**config.mk**
```make
export PLATFORM = sky130hd
export DESIGN_NAME = emu_io_bridge
export DESIGN_NICKNAME = d
export VERILOG_FILES = /design/src/rtl/emu_io_pkg.sv /design/src/rtl/emu_change_detector.sv /design/src/rtl/emu_io_bridge.sv
export SDC_FILE = /design/constraint.sdc
export NUM_CORES = 1
export LEC_CHECK = 0
export CORE_ASPECT_RATIO = 0.8
export CORE_MARGIN = 1
export CORE_UTILIZATION = 30
export DETAILED_ROUTE_END_ITERATION = 6
export SLEW_MARGIN = 20
export SYNTH_ARGS = -nofsm -noshare
export SYNTH_HDL_FRONTEND = slang
export SYNTH_HIERARCHICAL = 1
export SYNTH_SLANG_ARGS = --single-unit
```
**constraint.sdc**
```tcl
create_clock -name CLK -period 2.2 [get_ports CLK]
set_input_delay 0.22 -clock CLK [delete_from_list [all_inputs] [get_ports CLK]]
set_output_delay 0.22 -clock CLK [all_outputs]
set_load 0.01 [all_outputs]
```
**src/rtl/emu_io_pkg.sv**
```systemverilog
// Shared types and layout helpers for the emulation I/O bridge.
package emu_io_pkg;

  localparam int HEX_SEG_W = 7;

  typedef enum logic [1:0] {
    ST_IDLE   = 2'd0,
    ST_SETTLE = 2'd1,
    ST_RESP   = 2'd2
  } state_t;

  // Lowest bit of digit i inside the packed snapshot (LEDs occupy the bottom).
  function automatic int hex_lo(input int led_w, input int i);
    return led_w + HEX_SEG_W * i;
  endfunction

  // Highest bit of digit i inside the packed snapshot.
  function automatic int hex_hi(input int led_w, input int i);
    return led_w + HEX_SEG_W * (i + 1) - 1;
  endfunction

endpackage

```
**src/rtl/emu_change_detector.sv**
```systemverilog
// Watches a W-bit bus, pulses on any cycle-to-cycle change and counts changes.
module emu_change_detector #(
  parameter int W = 8
) (
  input  logic          i_clk,
  input  logic          i_rst_n,
  input  logic [W-1:0]  i_sample,
  output logic          o_evt_valid,
  output logic [15:0]   o_evt_count
);

  logic [W-1:0] r_last;
  logic         r_evt;
  logic [15:0]  r_cnt;

  // Track previous sample and flag a difference one cycle later.
  always_ff @(posedge i_clk or negedge i_rst_n) begin
    if (!i_rst_n) begin
      r_last <= '0;
      r_evt  <= 1'b0;
    end else begin
      r_last <= i_sample;
      r_evt  <= (i_sample != r_last);
    end
  end

  // Count each pulse, holding at all-ones instead of wrapping.
  always_ff @(posedge i_clk or negedge i_rst_n) begin
    if (!i_rst_n) begin
      r_cnt <= '0;
    end else if (r_evt && (r_cnt != 16'hFFFF)) begin
      r_cnt <= r_cnt + 16'd1;
    end
  end

  assign o_evt_valid = r_evt;
  assign o_evt_count = r_cnt;

endmodule

```
**src/rtl/emu_io_bridge.sv**
```systemverilog
// Host-to-board bridge: applies an input word, waits a settle time, returns
// a snapshot of LED/HEX outputs. A change monitor runs alongside.
//
// state     | meaning
// ST_IDLE   | ready for a host request
// ST_SETTLE | inputs applied, counting down the settle time
// ST_RESP   | snapshot held until the host takes it
module emu_io_bridge
  import emu_io_pkg::*;
#(
  parameter int SW_W   = 10,
  parameter int KEY_W  = 4,
  parameter int LED_W  = 10,
  parameter int HEX_N  = 6,
  parameter int SETTLE = 2
) (
  input  logic                               CLK,
  input  logic                               RST_N,
  input  logic                               req_valid,
  output logic                               req_ready,
  input  logic [SW_W+KEY_W-1:0]              req_inputs,
  output logic                               rsp_valid,
  input  logic                               rsp_ready,
  output logic [LED_W+HEX_SEG_W*HEX_N-1:0]   rsp_outputs,
  output logic                               rsp_changed,
  output logic [SW_W-1:0]                    SW,
  output logic [KEY_W-1:0]                   KEY,
  input  logic [LED_W-1:0]                   LED,
  input  logic [HEX_SEG_W*HEX_N-1:0]         HEX,
  output logic                               evt_valid,
  output logic [15:0]                        evt_count
);

  localparam int         OUT_W     = LED_W + HEX_SEG_W * HEX_N;
  localparam logic [7:0] SETTLE_LD = 8'(SETTLE - 1);

  state_t           r_state;
  state_t           w_state_nxt;
  logic [7:0]       r_cnt;
  logic [SW_W-1:0]  r_sw;
  logic [KEY_W-1:0] r_key;
  logic [OUT_W-1:0] r_rsp_outputs;
  logic             r_rsp_changed;
  logic [OUT_W-1:0] w_sample;
  logic             w_accept;
  logic             w_capture;

  // Pack LEDs and digits into snapshot layout, digit 0 just above the LEDs.
  always_comb begin
    w_sample              = '0;
    w_sample[LED_W-1:0]   = LED;
    for (int i = 0; i < HEX_N; i++) begin
      w_sample[hex_lo(LED_W, i) +: HEX_SEG_W] = HEX[i*HEX_SEG_W +: HEX_SEG_W];
    end
  end

  // State register.
  always_ff @(posedge CLK or negedge RST_N) begin
    if (!RST_N) r_state <= ST_IDLE;
    else        r_state <= w_state_nxt;
  end

  // Next-state and handshake outputs.
  always_comb begin
    w_state_nxt = r_state;
    req_ready   = 1'b0;
    rsp_valid   = 1'b0;
    w_accept    = 1'b0;
    w_capture   = 1'b0;
    case (r_state)
      ST_IDLE: begin
        req_ready = 1'b1;
        if (req_valid) begin
          w_accept    = 1'b1;
          w_state_nxt = ST_SETTLE;
        end
      end
      ST_SETTLE: begin
        if (r_cnt == 8'd0) begin
          w_capture   = 1'b1;
          w_state_nxt = ST_RESP;
        end
      end
      ST_RESP: begin
        rsp_valid = 1'b1;
        if (rsp_ready) w_state_nxt = ST_IDLE;
      end
      default: w_state_nxt = ST_IDLE;
    endcase
  end

  // Input drive registers and settle countdown.
  always_ff @(posedge CLK or negedge RST_N) begin
    if (!RST_N) begin
      r_sw  <= '0;
      r_key <= '0;
      r_cnt <= '0;
    end else if (w_accept) begin
      r_sw  <= req_inputs[SW_W-1:0];
      r_key <= req_inputs[SW_W+KEY_W-1:SW_W];
      r_cnt <= SETTLE_LD;
    end else if ((r_state == ST_SETTLE) && (r_cnt != 8'd0)) begin
      r_cnt <= r_cnt - 8'd1;
    end
  end

  // Snapshot capture; the held snapshot doubles as the previous capture.
  always_ff @(posedge CLK or negedge RST_N) begin
    if (!RST_N) begin
      r_rsp_outputs <= '0;
      r_rsp_changed <= 1'b0;
    end else if (w_capture) begin
      r_rsp_outputs <= w_sample;
      r_rsp_changed <= (w_sample != r_rsp_outputs);
    end
  end

  assign SW          = r_sw;
  assign KEY         = r_key;
  assign rsp_outputs = r_rsp_outputs;
  assign rsp_changed = r_rsp_changed;

  emu_change_detector #(.W(OUT_W)) u_chg (
    .i_clk       (CLK),
    .i_rst_n     (RST_N),
    .i_sample    (w_sample),
    .o_evt_valid (evt_valid),
    .o_evt_count (evt_count)
  );

endmodule

```
==> out/metrics.cfg <==
[outcome]
outcome = complete, no violations

[placement]
dp_slack_ps = 179
placed_cell_area_um2 = 8250
hpwl_um = 11500
gp_congestion = 0.771
io_buffers = 155

[cells_and_area]
drive_above_1_share_pct = 16.4
area.sequential_um2 = 3650
area_growth_pct = 40.1
fill_cells = 1903
stdcell_area_um2 = 8800
fin_nets = 743
diodes = 0
multi_input_area_um2 = 2530
utilization_pct = 43.7

[yosys]
syn-cell-area_um2 = 6280
synth-edff-count = 0
syn-num-nets = 557
synth_top_area_share_pct = 58.1
synthArstFlopShare_pct = 100
synthFlopType = dfrtp_1
synthCells = 484
synth_seq_cells = 146
yosysTopAreaCell = dfrtp_1
ys_warn_count = 6
ys_seq_area_share_pct = 58.1
syn_avg_cell_area_um2 = 13.0
ys_types = 36
synth_area_leaders = dfrtp_1, xnor2_1, mux2_2

[worst_setup_path]
r2r_end = rsp_outputs[19]
critPathCaptureType = flop
r2r_cells = 6
arrival_ps = 2330
cpPeakStageDelay_ps = 520
required_ps = 2500
cp_max_fo = 19
path_cells = inv_1 -> ha_1 -> nor3b_1 -> nand3_4 -> buf_4 -> mux2_2
regToRegSetupSlack_ps = 180
cp-start-kind = flop
path_class = reg2reg
slowest_stage = nor3b_1
r2r_start = r_cnt[0]

[clock_tree]
cts-htree-levels = 4
clkSinkCount = 146
cts_buffers = 17
cts_root_buf = clkbuf_16
cts_tree = done
path_clk_slew_ps = 60
cts_setup_buffers = 0
cts_buffer_depth = 2
clk_latency_ps = 420

[timing]
fin_crit_ps = 2020
setup-tns-final_ps = 0
drv_slew = 0
min_period_over_period_pct = 92.0
hold_viol = 0
rsz0062_at_grt = false
fmax_ghz = 0.494
max_slew_margin_pct = 54.3
setup_viol_count_final = 0
setup_ws_ps = 177
tightestPinTransition_ps = 684
skew_ps = 11.7

[power]
vdd_drop_max_mv = 0.567
power_density_nw_per_um2 = 1190
power.leakage_uw = 0.00362

[floorplanning]
fp.coreArea_um2 = 20100
rows = 46
initial_core_util_pct = 31.2
ios = 156
dieArea_um2 = 21500
dieWidth_um = 164
die_y_um = 131

[routing]
drtPass1Iterations = 4
num_vias = 4239
ant_nets = 0
wl_um = 15100
wire_per_inst_um = 16.0
via_per_inst = 4.48
post-route-drc-count = 0
drt_first_iter_violations = 119

[global_route]
grt_pass1_wl_um = 24400
antenna_found_initial = 0
globalRouteMet1Util_pct = 20.8
grt_overflow_total = 0
first_global_vias = 4487
use_met2_pct = 22.0
grt.total_usage_pct = 14.9
use_met3_pct = 4.73
grt_max_degree = 58
grt.busiest_layer = met2

[min_path]
hold_class = in2async

[run]
maxCapViolCount = 0

==> cell families after synthesis <==
group / after synthesis / share of synthesized area (%)
AOI/OAI and AO/OA: 13 / 1.45
buffers and inverters: 13 / 1.55
DFF: 146 / 58.1
muxes: 55 / 9.86
xor gates and xnor gates: 119 / 16.6
adders and majority gates: 3 / 0.597
and+or+nand+nor: 135 / 11.8
==> cells in the mapped netlist, drive strengths merged, types with 2 or more instances <==
cell type / instances
xor2: 45
ha: 3
dfrtp: 146
inv: 4
nor4b: 2
xnor2: 74
nor3: 7
a211oi: 2
clkbuf: 8
mux2: 55
nor2: 16
a31oi: 2
nand2: 53
nand3: 7
o21ai: 3
nand4: 25
nor4: 15
nand2b: 3
==> power by group <==
group          leakage, µW  internal [µW]  total [µW]  switching, µW
logic              0.00164           2180        3730           1540
registers          0.00174           3440        4080            641
clock network     0.000246           1560        2690           1130
total              0.00362           7180       10500           3310
==> cell usage in the layout (no fill, tap or decap), drive strengths merged, types with 7 or more instances in the layout <==
cell	Yosys	layout
nor3	7	7
mux2	55	55
nand3	7	7
xor2	45	45
clkbuf	8	21
dfrtp	146	146
xnor2	74	74
buf	1	21
nand2	53	53
nor4	15	15
nand4	25	25
clkdlybuf4s50	0	154
nor2	16	16
==> worst max-delay path by stage <==
stage               slack [ps]              end  startpoint
finish                     180  rsp_outputs[19]    r_cnt[0]
global route                 5  rsp_outputs[47]    r_cnt[0]
CTS                        190  rsp_outputs[19]    r_cnt[0]
detailed placement         180      rsp_changed     HEX[16]
global placement           210      rsp_changed     HEX[39]
floorplan                  310      rsp_changed    r_cnt[0]
==> registers in the layout, summed over array words and instances (netlist names) <==
| register | flops |
|---|---|
| SW | 10 |
| KEY | 4 |
| u_chg/r_last | 52 |
| rsp_outputs | 52 |
| r_cnt | 8 |
| u_chg/o_evt_valid | 1 |
| rsp_changed | 1 |
| u_chg/o_evt_count | 16 |
| r_state | 2 |
==> area by class of cell <==
class	instances	area share [%]
clock buffers	21	5.00
clock inverters	11	1.21
inverters	4	0.171
multi-input cells	325	28.8
flip-flops and latches	146	41.5
well taps	264	3.75
repair buffers	176	19.6
==> layer usage <==
metal | share of wire [%] | routed length, µm
met1 | 48 | 7330
met2 | 45 | 6820
met3 | 5.3 | 802
met4 | 1.2 | 180
met5 | 0 | 0
==> what timing repair did <==
item,in CTS,in global routing
endpoints found under the hold margin,53,0
gates resized for setup,0,0
endpoints found under the setup margin,0,0
hold buffers,1,0
==> worst max-delay path, delay by kind of cell (launching register included) <==
kind	cells	cell delay [ps]
muxes	1	300
and+or+nand+nor	2	690
DFF	1	410
buffers and inverters	2	360
adders and majority gates	1	150
==> per-stage QoR <==
stage / power (µW) / hold WS (ps) / instances
after global placement: 7780 / 217 / 914
after detailed placement: 7890 / 228 / 914
after global routing: 11100 / 326 / 947
after CTS: 10700 / 305 / 947
after floorplan: 5890 / -75.6 / 484
final: 10500 / 328 / 947
Power figures use the tool's default switching activity.
==> RTL change 1, RTL diff (same settings) <==
Put a register stage on the output `evt_count`, cleared by the reset. The value now appears one clock later. The other outputs are not delayed to match.
--- a/src/rtl/emu_io_bridge.sv
+++ b/src/rtl/emu_io_bridge.sv
@@ -33,6 +33,8 @@
 
   localparam int         OUT_W     = LED_W + HEX_SEG_W * HEX_N;
   localparam logic [7:0] SETTLE_LD = 8'(SETTLE - 1);
+
+  logic [15:0] evt_count_d;
 
   state_t           r_state;
   state_t           w_state_nxt;
@@ -125,8 +127,16 @@
     .i_rst_n     (RST_N),
     .i_sample    (w_sample),
     .o_evt_valid (evt_valid),
-    .o_evt_count (evt_count)
+    .o_evt_count (evt_count_d)
   );
+
+  always_ff @(posedge CLK or negedge RST_N) begin
+    if (!RST_N) begin
+      evt_count <= '0;
+    end else begin
+      evt_count <= evt_count_d;
+    end
+  end
 
 endmodule
 
Formal check against the unedited RTL: not equivalent (a bounded check fails within 4 cycles, from zero or initial values and one cycle with RST_N low).
==> RTL change 1 against the original RTL <==
  * Via count rose by 3.1%
  * Synthesized cell count grew 3.3%
  * Power is 7.9% higher
  * Area after synthesis is 6.3% higher
  * Count of clock-buffer cells in the layout up 1
  * Sequential cell count rose by 16
  * Wire length rose by 4.9%
  * Clock skew shrank 1.5 ps
  * Die area increased by 6.2%
  * Worst setup slack got worse by 14 ps
  * Cell area increased by 7.0%
  * Combinational power rose by 1%
  * Sequential share of layout area increased by 1.5 points
  * Critical endpoint is now r_cnt[4]
  * Largest cell class unchanged
  * Highest routed layer unchanged
==> RTL change 1: results (changes against the original RTL) <==
[setup_path]
max_stage_delay_ps=390  ; -130 ps
rr_worst_depth=8  ; +2
critPathSlowestCell=dfrtp_1
timing.rr.start=r_cnt[0]
path_max_fanout=8  ; -11
reg2reg_to=r_cnt[4]
worstPathArrival_ps=2310  ; -20 ps

[global_route]
grtUsageTotal_pct=14.7  ; -0.22 points
grt_pass1_wl_mm=25.6  ; +4.7%
use_met3_pct=3.89  ; -0.85 points
use_met1_pct=21.0  ; +0.15 points
first_global_vias=4706  ; +4.9%
grt_util_met2_pct=21.8  ; -0.25 points
grt_max_degree=56  ; -3.4%

[placed_design]
numPortBuffers=155  ; unchanged
gp_congestion=0.758  ; -1.8%
pre_cts_slack_ps=-18.0  ; -197 ps
dpl_cell_area_sq_mm=0.00876  ; +6.2%
hpwl_mm=11.9  ; +3.2%

[logic_synthesis]
ys_top_cells_by_area=dfrtp_1 61%, xnor2_1 9.6%, mux2_2 9.3%, xor2_1 5.8%, nand2_1 3.0%
yosysWarnings=6  ; unchanged
ys_top_cells_by_count=162 x dfrtp_1, 73 x xnor2_1, 55 x mux2_2
synth.distinct_cells=37  ; +2.8%
ys_seq_area_share_pct=60.7  ; +2.5 points
syn_nets=573  ; +2.9%
async_flop_share_pct=100  ; unchanged

[cts]
clock_tree.root_cell=clkbuf_16
numCtsBuffers=17  ; unchanged
post_cts_buffers=0  ; unchanged
htreeDepth=4  ; unchanged
clk_pin_slew_worst_paths_ps=60  ; about the same

[sta]
worstMarginPinSlew_ps=683  ; -0.687 ps
fin_skew_ps=10.2  ; -1.52 ps
finalWorstSetupSlack_ps=163  ; -13.7 ps

[power_and_ir_drop]
ir_drop_mv=0.515  ; -9.0%
leakage_uw=0.00394  ; +8.7%

[layout]
fillers=1984  ; +4.3%
diodes=0  ; unchanged
layout-drive-gt1-share_pct=17.4  ; +1.0 points
nets=765  ; +3.0%

[routing]
vias_per_cell=4.35  ; -2.8%
drtIter0Drc=225  ; +89%
wl_mm=15.9  ; +4.9%

[outcome]
status=complete, no violations

-- RTL change 1: area by class of cell --
cell class / instances / area [sq um] / share of cell area (%)
inverters: 4 / 15.0 / 0.159
clock buffers: 22 / 494 / 5.25
flip-flops and latches: 162 / 4050 / 43.1
well taps: 300 / 375 / 3.99
clock inverters: 10 / 146 / 1.55
repair buffers: 182 / 1800 / 19.1
multi-input cells: 325 / 2540 / 26.9
-- RTL change 1: metrics by stage --
| step | std cells | hold WS [ps] |
|---|---|---|
| 2_1_floorplan | 500 | -75.6 |
| 3_3_place_gp | 972 | 193 |
| 3_5_place_dp | 972 | 198 |
| 4_1_cts | 1005 | 305 |
| 5_1_grt | 1005 | 328 |
| 6_report | 1005 | 297 |
-- RTL change 1: worst max-delay path: cells and delay by family, from the launching register on --
family,cells,cell delay [ps]
AOI/OAI and AO/OA,3,780
DFF,1,390
and+or+nand+nor,2,290
buffers and inverters,2,230
adders and majority gates,1,200
-- RTL change 1: worst max-delay path by stage --
| stage | startpoint | depth (start not counted) | to |
|---|---|---|---|
| finish | r_cnt[0] | 8 | r_cnt[4] |
| global placement | HEX[18] | 6 | rsp_changed |
| CTS | r_cnt[0] | 8 | r_cnt[4] |
| floorplan | r_cnt[0] | 7 | rsp_changed |
| global route | r_cnt[0] | 8 | r_cnt[4] |
| detailed placement | HEX[36] | 8 | rsp_changed |
-- RTL change 1: what timing repair did --
action | in CTS | in global routing
setup endpoints to repair | 0 | 1
hold buffers | 1 | 0
hold endpoints to repair | 44 | 0
resized for setup | 0 | 1
-- RTL change 1: logic make-up after synthesis --
group	Yosys count	share of synthesized area, %
AOI/OAI and AO/OA	14	1.40
xor gates and xnor gates	117	15.3
adders and majority gates	3	0.562
buffers and inverters	13	1.46
DFF	162	60.7
muxes	56	9.42
and+or+nand+nor	135	11.1
-- RTL change 1: report_power, final --
group / switching [uW] / total [uW] / internal [uW] / leakage, uW
Sequential: 649 / 4380 / 3730 / 0.00195
Combinational: 1560 / 3780 / 2220 / 0.00168
Clock: 1210 / 3150 / 1950 / 0.000301
Total: 3420 / 11300 / 7890 / 0.00394
-- RTL change 1: routing by layer --
| layer | up-vias | part of all wire [%] |
|---|---|---|
| met5 | - | 0 |
| met1 | 2148 | 49 |
| li1 | 2102 | - |
| met4 | 0 | 1.1 |
| met3 | 12 | 5.0 |
| met2 | 110 | 45 |
==> RTL change 2, RTL diff (config.mk and constraints unchanged) <==
Without the edit above. The parameter `LED_W` goes from 10 to 20.
--- a/src/rtl/emu_io_bridge.sv
+++ b/src/rtl/emu_io_bridge.sv
@@ -10,7 +10,7 @@
 #(
   parameter int SW_W   = 10,
   parameter int KEY_W  = 4,
-  parameter int LED_W  = 10,
+  parameter int LED_W  = 20,
   parameter int HEX_N  = 6,
   parameter int SETTLE = 2
 ) (
Interface: changed (resized LED and rsp_outputs); port bits go from 156 to 176. The function was not compared with the original's and may differ.
==> RTL change 2 against the original RTL <==
  * Cell area is 16% higher
  * Area after synthesis is 17% higher
  * Power is 15% higher
  * Combinational power is 22% higher
  * Wire length is 21% higher
  * Worst setup slack worse by 86 ps
  * Sequential cell count is 20 higher
  * Critical endpoint is now rsp_outputs[8]
  * Largest power group unchanged
==> RTL change 2: results (changes against the original RTL) <==
[outcome]
status=complete, no violations

[setup_path]
path_max_fanout=21  ; +2
worstPathArrival_ps=2410  ; +80 ps
max_stage_delay_ps=580  ; +60 ps
reg2reg_slack_ps=90  ; -90 ps
reg2reg_to=rsp_outputs[8]

[layout]
layout-drive-gt1-share_pct=18.4  ; +2.0 points
fillers=2241  ; +18%
final_cells=1057  ; +12%

[logic_synthesis]
ys_top_cells_by_area=dfrtp_1 57%, xnor2_1 9.8%, mux2_4 8.4%, xor2_1 7.3%, mux2_2 4.5%
synth.ff_latch_count=166  ; +14%

[global_route]
use_met1_pct=22.4  ; +1.6 points
antenna_found_initial=1  ; +1
grt_max_degree=52  ; -10%
grtUsageTotal_pct=15.3  ; +0.33 points
grt_pass1_wl_mm=28.5  ; +17%

[power_and_ir_drop]
swShare_pct=31.4  ; -0.23 points
p_comb_share_pct=37.7  ; +2.2 points
ir_drop_mv=0.508  ; -10%

[placed_design]
dp_cells=1024  ; +12%
numPortBuffers=175  ; +13%
pre_cts_slack_ps=76.3  ; -102 ps

[sta]
worstMarginPinSlew_ps=518  ; -165 ps
fin_skew_ps=11.4  ; -0.299 ps

[routing]
met3RoutedLength_mm=1.02  ; +27%
wl_mm=18.3  ; +21%

==> RTL change 2: cell types whose count changed after synthesis, moves of 4 or more <==
cell      unedited run  this run
nand2_1             53         8
xor2_1              45        61
xnor2_1             74        82
buf_12               0         5
mux2_1               0         7
dfrtp_1            146       166
mux2_2              55        29
clkbuf_8             4         0
nor4_1              12        21
inv_1                4         9
mux2_4               0        41
==> RTL change 2: worst min path at each step <==
stage	startpoint	endpoint	slack (ps)	depth (start not counted)
6_report	RST_N	u_chg/r_last[29]	320	2
2_1_floorplan	RST_N	KEY[0]	-80	0
3_3_place_gp	RST_N	u_chg/r_last[29]	220	1
4_1_cts	RST_N	u_chg/r_last[29]	320	2
3_5_place_dp	RST_N	u_chg/r_last[29]	220	1
5_1_grt	LED[9]	u_chg/r_last[9]	350	1
==> RTL change 2: cells by family after synthesis <==
kind of cell	Yosys count	share of synthesized area, %
muxes	77	13.9
adders and majority gates	3	0.512
DFF	166	56.6
buffers and inverters	18	2.23
xor gates and xnor gates	143	17.1
and+or+nand+nor	99	8.05
AOI/OAI and AO/OA	12	1.60
==> RTL change 2: repair_timing <==
action                                  CTS  global route
endpoints found under the setup margin    0             0
endpoints found under the hold margin    47             0
gates resized for setup                   0             0
buffers inserted                          0             0
hold buffers                              1             0
==> RTL change 2: final cells by class <==
cell class	count	area [sq um]	area share, %
repair buffers	204	2050	20.1
inverters	9	33.8	0.331
multi-input cells	334	3020	29.6
flip-flops and latches	166	4150	40.7
well taps	312	390	3.83
clock buffers	21	450	4.42
clock inverters	10	100	0.981
diodes	1	2.50	0.0245
==> RTL change 2: stage by stage <==
stage                     utilization, %  hold slack, ps  total power (uW)
final                               43.0             321             12100
after global routing                43.0             355             12800
after CTS                           43.0             324             12300
after detailed placement            40.7             215              9330
after global placement              40.7             215              9280
after floorplan                        -           -75.6              6980
